**config.mk**
```make
export PLATFORM = sky130hd
export DESIGN_NAME = ifetch_unit
export DESIGN_NICKNAME = d
export VERILOG_FILES = /design/src/rtl/ifetch_unit.sv
export SDC_FILE = /design/constraint.sdc
export NUM_CORES = 1
export LEC_CHECK = 0
export ABC_AREA = 1
export ABC_CLOCK_PERIOD_IN_PS = 2900
export CORE_MARGIN = 5
export CORE_UTILIZATION = 46
export DETAILED_ROUTE_END_ITERATION = 10
export GPL_ROUTABILITY_DRIVEN = 1
export HOLD_SLACK_MARGIN = 0.02
export PLACE_DENSITY_LB_ADDON = 0.25
export SLEW_MARGIN = 30
export SYNTH_ARGS = -nofsm -noshare
export SYNTH_HDL_FRONTEND = slang
export SYNTH_SLANG_ARGS = --single-unit
```
**constraint.sdc**
```tcl
create_clock -name clk -period 2.9 [get_ports clk]
set_input_delay 0.435 -clock clk [delete_from_list [all_inputs] [get_ports clk]]
set_output_delay 0.435 -clock clk [all_outputs]
set_load 0.02 [all_outputs]
```
**src/rtl/ifetch_unit.sv**
```systemverilog
// Instruction fetch stage: requests 4-word lines from the I-cache and writes them whole into
// the IFQ. It tracks IFQ occupancy locally and flushes on CDB redirects.
`timescale 1ns/1ps
module ifetch_unit #(
    parameter int                ADDR_W   = 32,
    parameter int                LINE_W   = 128,
    parameter logic [ADDR_W-1:0] RESET_PC = '0
) (
    input  logic              clk,
    input  logic              reset,
    output logic              icache_req,
    output logic [ADDR_W-1:0] icache_addr,
    input  logic              icache_valid,
    input  logic [LINE_W-1:0] icache_rdata,
    output logic              if_w_en,
    output logic [LINE_W-1:0] if_w_din,
    input  logic              du_r_en,
    output logic              ifq_flush,
    input  logic              redirect_valid,
    input  logic [ADDR_W-1:0] redirect_pc,
    output logic [1:0]        redirect_off,
    output logic [1:0]        dbg_state,
    output logic [4:0]        dbg_occ
);

    typedef enum logic [1:0] {
        S_RUN   = 2'd0,
        S_WAIT  = 2'd1,
        S_HOLD  = 2'd2,
        S_DRAIN = 2'd3
    } state_t;

    state_t            state;
    state_t            state_next;
    logic [ADDR_W-1:0] pc;
    logic [4:0]        occ;
    logic [4:0]        occ_next;
    logic [LINE_W-1:0] hold_line;
    logic              space;
    logic              req;
    logic              wen;
    logic              rd;
    logic [LINE_W-1:0] din;

    // Strobe semantics: icache_req, icache_valid, if_w_en and ifq_flush are single-cycle
    // pulses with no back-pressure. A request is accepted when pulsed, and a response or write
    // takes effect in the same cycle as its strobe.
    assign space = (occ <= 5'd12);
    assign rd    = du_r_en && (occ != 5'd0);

    always_comb begin
        state_next = state;
        req        = 1'b0;
        wen        = 1'b0;
        din        = '0;
        if (redirect_valid) begin
            // A response still owed by the cache must be swallowed before fetching again.
            if ((state == S_WAIT || state == S_DRAIN) && !icache_valid) begin
                state_next = S_DRAIN;
            end else begin
                state_next = S_RUN;
            end
        end else begin
            case (state)
                S_RUN: begin
                    if (space) begin
                        req        = 1'b1;
                        state_next = S_WAIT;
                    end
                end
                S_WAIT: begin
                    if (icache_valid) begin
                        if (space) begin
                            wen        = 1'b1;
                            din        = icache_rdata;
                            state_next = S_RUN;
                        end else begin
                            state_next = S_HOLD;
                        end
                    end
                end
                S_HOLD: begin
                    if (space) begin
                        wen        = 1'b1;
                        din        = hold_line;
                        state_next = S_RUN;
                    end
                end
                S_DRAIN: begin
                    if (icache_valid) begin
                        state_next = S_RUN;
                    end
                end
                default: state_next = S_RUN;
            endcase
        end
    end

    assign occ_next = occ + {2'b00, wen, 2'b00} - {4'b0000, rd};

    always_ff @(posedge clk or negedge reset) begin
        if (!reset) begin
            state        <= S_RUN;
            pc           <= RESET_PC;
            occ          <= 5'd0;
            redirect_off <= 2'd0;
            hold_line    <= '0;
        end else begin
            state <= state_next;
            if (redirect_valid) begin
                pc           <= {redirect_pc[ADDR_W-1:4], 4'b0000};
                redirect_off <= redirect_pc[3:2];
                occ          <= 5'd0;
            end else begin
                occ <= occ_next;
                if (wen) begin
                    pc <= pc + ADDR_W'(16);
                end
                if (state == S_WAIT && icache_valid && !space) begin
                    hold_line <= icache_rdata;
                end
            end
        end
    end

    // Strobes are masked while reset is held so the idle RUN state does not request.
    assign icache_req  = req && reset;
    assign icache_addr = pc;
    assign if_w_en     = wen && reset;
    assign if_w_din    = reset ? din : '0;
    assign ifq_flush   = redirect_valid && reset;
    assign dbg_state   = state;
    assign dbg_occ     = occ;

endmodule

```
==> results.ini <==
[place]
globalplace.congestion=0.893
portBuffers=330
dp_hpwl_um=20900

[detailed_routing]
drc=0
vias=9881
drt_iter0_drc=778
ant_nets=0
wl_per_cell_um=16.3
viasPerCell=5.15
wl_um=31200
firstDrtPassIters=5

[pwr]
powerDensity_nw_per_um2=732
p_leak_nw=6.29
vdd_drop_max_mv=0.388

[setup_path]
reg2reg_slack_ps=440
arrival_ps=2360
ff2ff_path_depth=13
r2r_end=dbg_occ[4]
reg2reg_from=dbg_state[1]
path_class=reg -> out
required_ps=2470
cp_max_fo=5
cp-end-kind=output pin
start_kind=flop

[synth]
synth-edff-count=0
ys_seq_elements=165
synth_most_common_cell=nand2_1
ys_seq_area_frac=0.436
syn_area_um2=9460
synth_cell_type_count=41
synth_commonest_cells=nand2_1 (681), dfrtp_1 (165), a21oi_1 (130)
synth_area_per_cell_um2=7.14
yosys_most_used_dff=dfrtp_1
synth_top_cell_by_area=dfrtp_1
synthCells=1326
synthArstFlopShare=1.00
synth_top_area_frac=0.436
synthTopCellsByArea=dfrtp_1 (44%), nand2_1 (27%), a21oi_1 (6.9%)
ys_warn_count=0

[cts]
clk_transition_reported_paths_ps=70
cts.sinks=165
h-tree-depth=4
cts_buffers=17
cts_setup_buffers=0
cts_tree=built
clk_latency_ps=420
cts-root-buf=clkbuf_16
clock_path_buffers=2

[timing]
relSlewSlack=0.465
finalHoldViolCount=0
drv_slew=0
fin_crit_sh=0.963
fmax_mhz=358
worstMarginPinSlew_ps=802
fin_setup_tns_ps=0
rsz0062_at_grt=false
finClkSkew_ps=13.8
setup_viol=0
layout_min_cycle_time_ps=2790

[final_layout]
syn2layout_area_growth_pct=40.3
layout.nets=1809
drive_gt1_frac=0.0717
fill_cells=1811
post-route-util=0.656

[floorplanning]
die_area_um2=23500
core_region_area_um2=20200
rows=52
num_io_pins=337
start_util=0.468
dieWidth_um=153
fp.dieH_um=153

[global_route]
use_met3=0.0602
grt_pass1_vias=9343
grt.busiest_layer=met2
grt_max_degree=144
met1_usage=0.318
grt_pass1_wl_um=48300
gr-total-overflow=0
grt_use_total=0.249
antenna_found_initial=2
use_met2=0.414

[run]
maxCapViolCount=0

[run_status]
status=completed

[worst_hold_path]
worstHoldPathType=in -> async

-- logic make-up after synthesis --
group	Yosys count	synth area share
flops	165	0.436
fa+ha+maj	12	0.0167
simple gates	797	0.337
other cells	1	0.000396
buf+inv	136	0.0885
xor+xnor	10	0.00926
mux	1	0.00106
compound gates	204	0.110
-- area by class of cell --
class                      instances  area (um2)  share of cell area
clock buffer                      19         443              0.0334
tap                              270         338              0.0254
clock inverter                    13         148              0.0111
antenna                            2        5.00            0.000377
inverter                          55         221              0.0167
sequential                       165        4130               0.311
multi-input combinational       1028        4520               0.340
timing repair buffer             365        3480               0.262
-- flip-flops by register name, summed over array words and instances, names as in the netlist --
signal,flops
redirect_off,2
hold_line,128
icache_addr,28
dbg_state,2
dbg_occ,5
-- worst max-delay path by stage --
stage	start	end	slack, ps	cells after the start
after floorplan	dbg_state[0]	dbg_occ[4]	330	14
after global placement	icache_valid	if_w_din[52]	60	7
after detailed placement	icache_valid	if_w_din[66]	30	7
after CTS	dbg_state[1]	if_w_din[52]	40	8
after global routing	dbg_occ[4]	if_w_din[11]	1	9
final	dbg_occ[4]	icache_req	110	8
-- routing by layer --
layer	share of wire	wire, um
met5	0	0
met4	0.026	810
met3	0.079	2470
met2	0.49	15300
met1	0.40	12600
-- placed cells by master (no fill, tap or decap), types with 3 or more instances in the layout --
cell type	count
nand2_1	681
clkdlybuf4s50_1	199
dfrtp_1	165
a21oi_1	130
dlygate4sd2_1	100
nand3_1	53
o21ai_1	50
inv_1	48
nor2_1	38
buf_4	23
clkbuf_2	22
clkbuf_16	19
o21ai_0	16
ha_1	10
clkdlybuf4s15_1	7
buf_12	7
xor2_1	6
nor2_2	5
nand2_2	4
nand2_4	4
inv_6	4
o211ai_1	4
xnor2_1	4
conb_1	4
inv_2	3
clkinv_4	3
clkinvlp_4	3
-- stage by stage --
step | power (mW) | hold slack, ps | cell area, um2 | setup WS, ps | cells
after global placement | 7.31 | 261 | 12800 | 62.3 | 1880
final | 9.73 | 411 | 13300 | 106 | 1917
after CTS | 9.74 | 390 | 13300 | 40.2 | 1913
after global routing | 10.4 | 417 | 13300 | 0.960 | 1917
after detailed placement | 7.44 | 262 | 12800 | 33.3 | 1880
after floorplan | 6.13 | 139 | 9470 | 325 | 1329
-- what timing repair did --
item                       in CTS  in global routing
resized for setup             130                 54
cloned                          0                  2
setup endpoints to repair     129                 52
hold buffers                    1                  0
hold endpoints to repair        2                  0
-- where the power goes --
part | switching, mW | internal [mW] | leakage, nW
sequential | 0.605 | 3.24 | 2.09
clock | 0.988 | 1.31 | 0.282
combinational | 2.14 | 1.45 | 3.91
-- critical path, cell delays in order, from the launching register on --
cell and delay [ps]:
dfrtp_1 400, inv_2 70, ha_1 180, nand2_1 80, nand2_2 60, nand2_4 150
inv_1 60, nor4_1 260, clkdlybuf4s50_1 680
(Power assumes the default switching activity.)
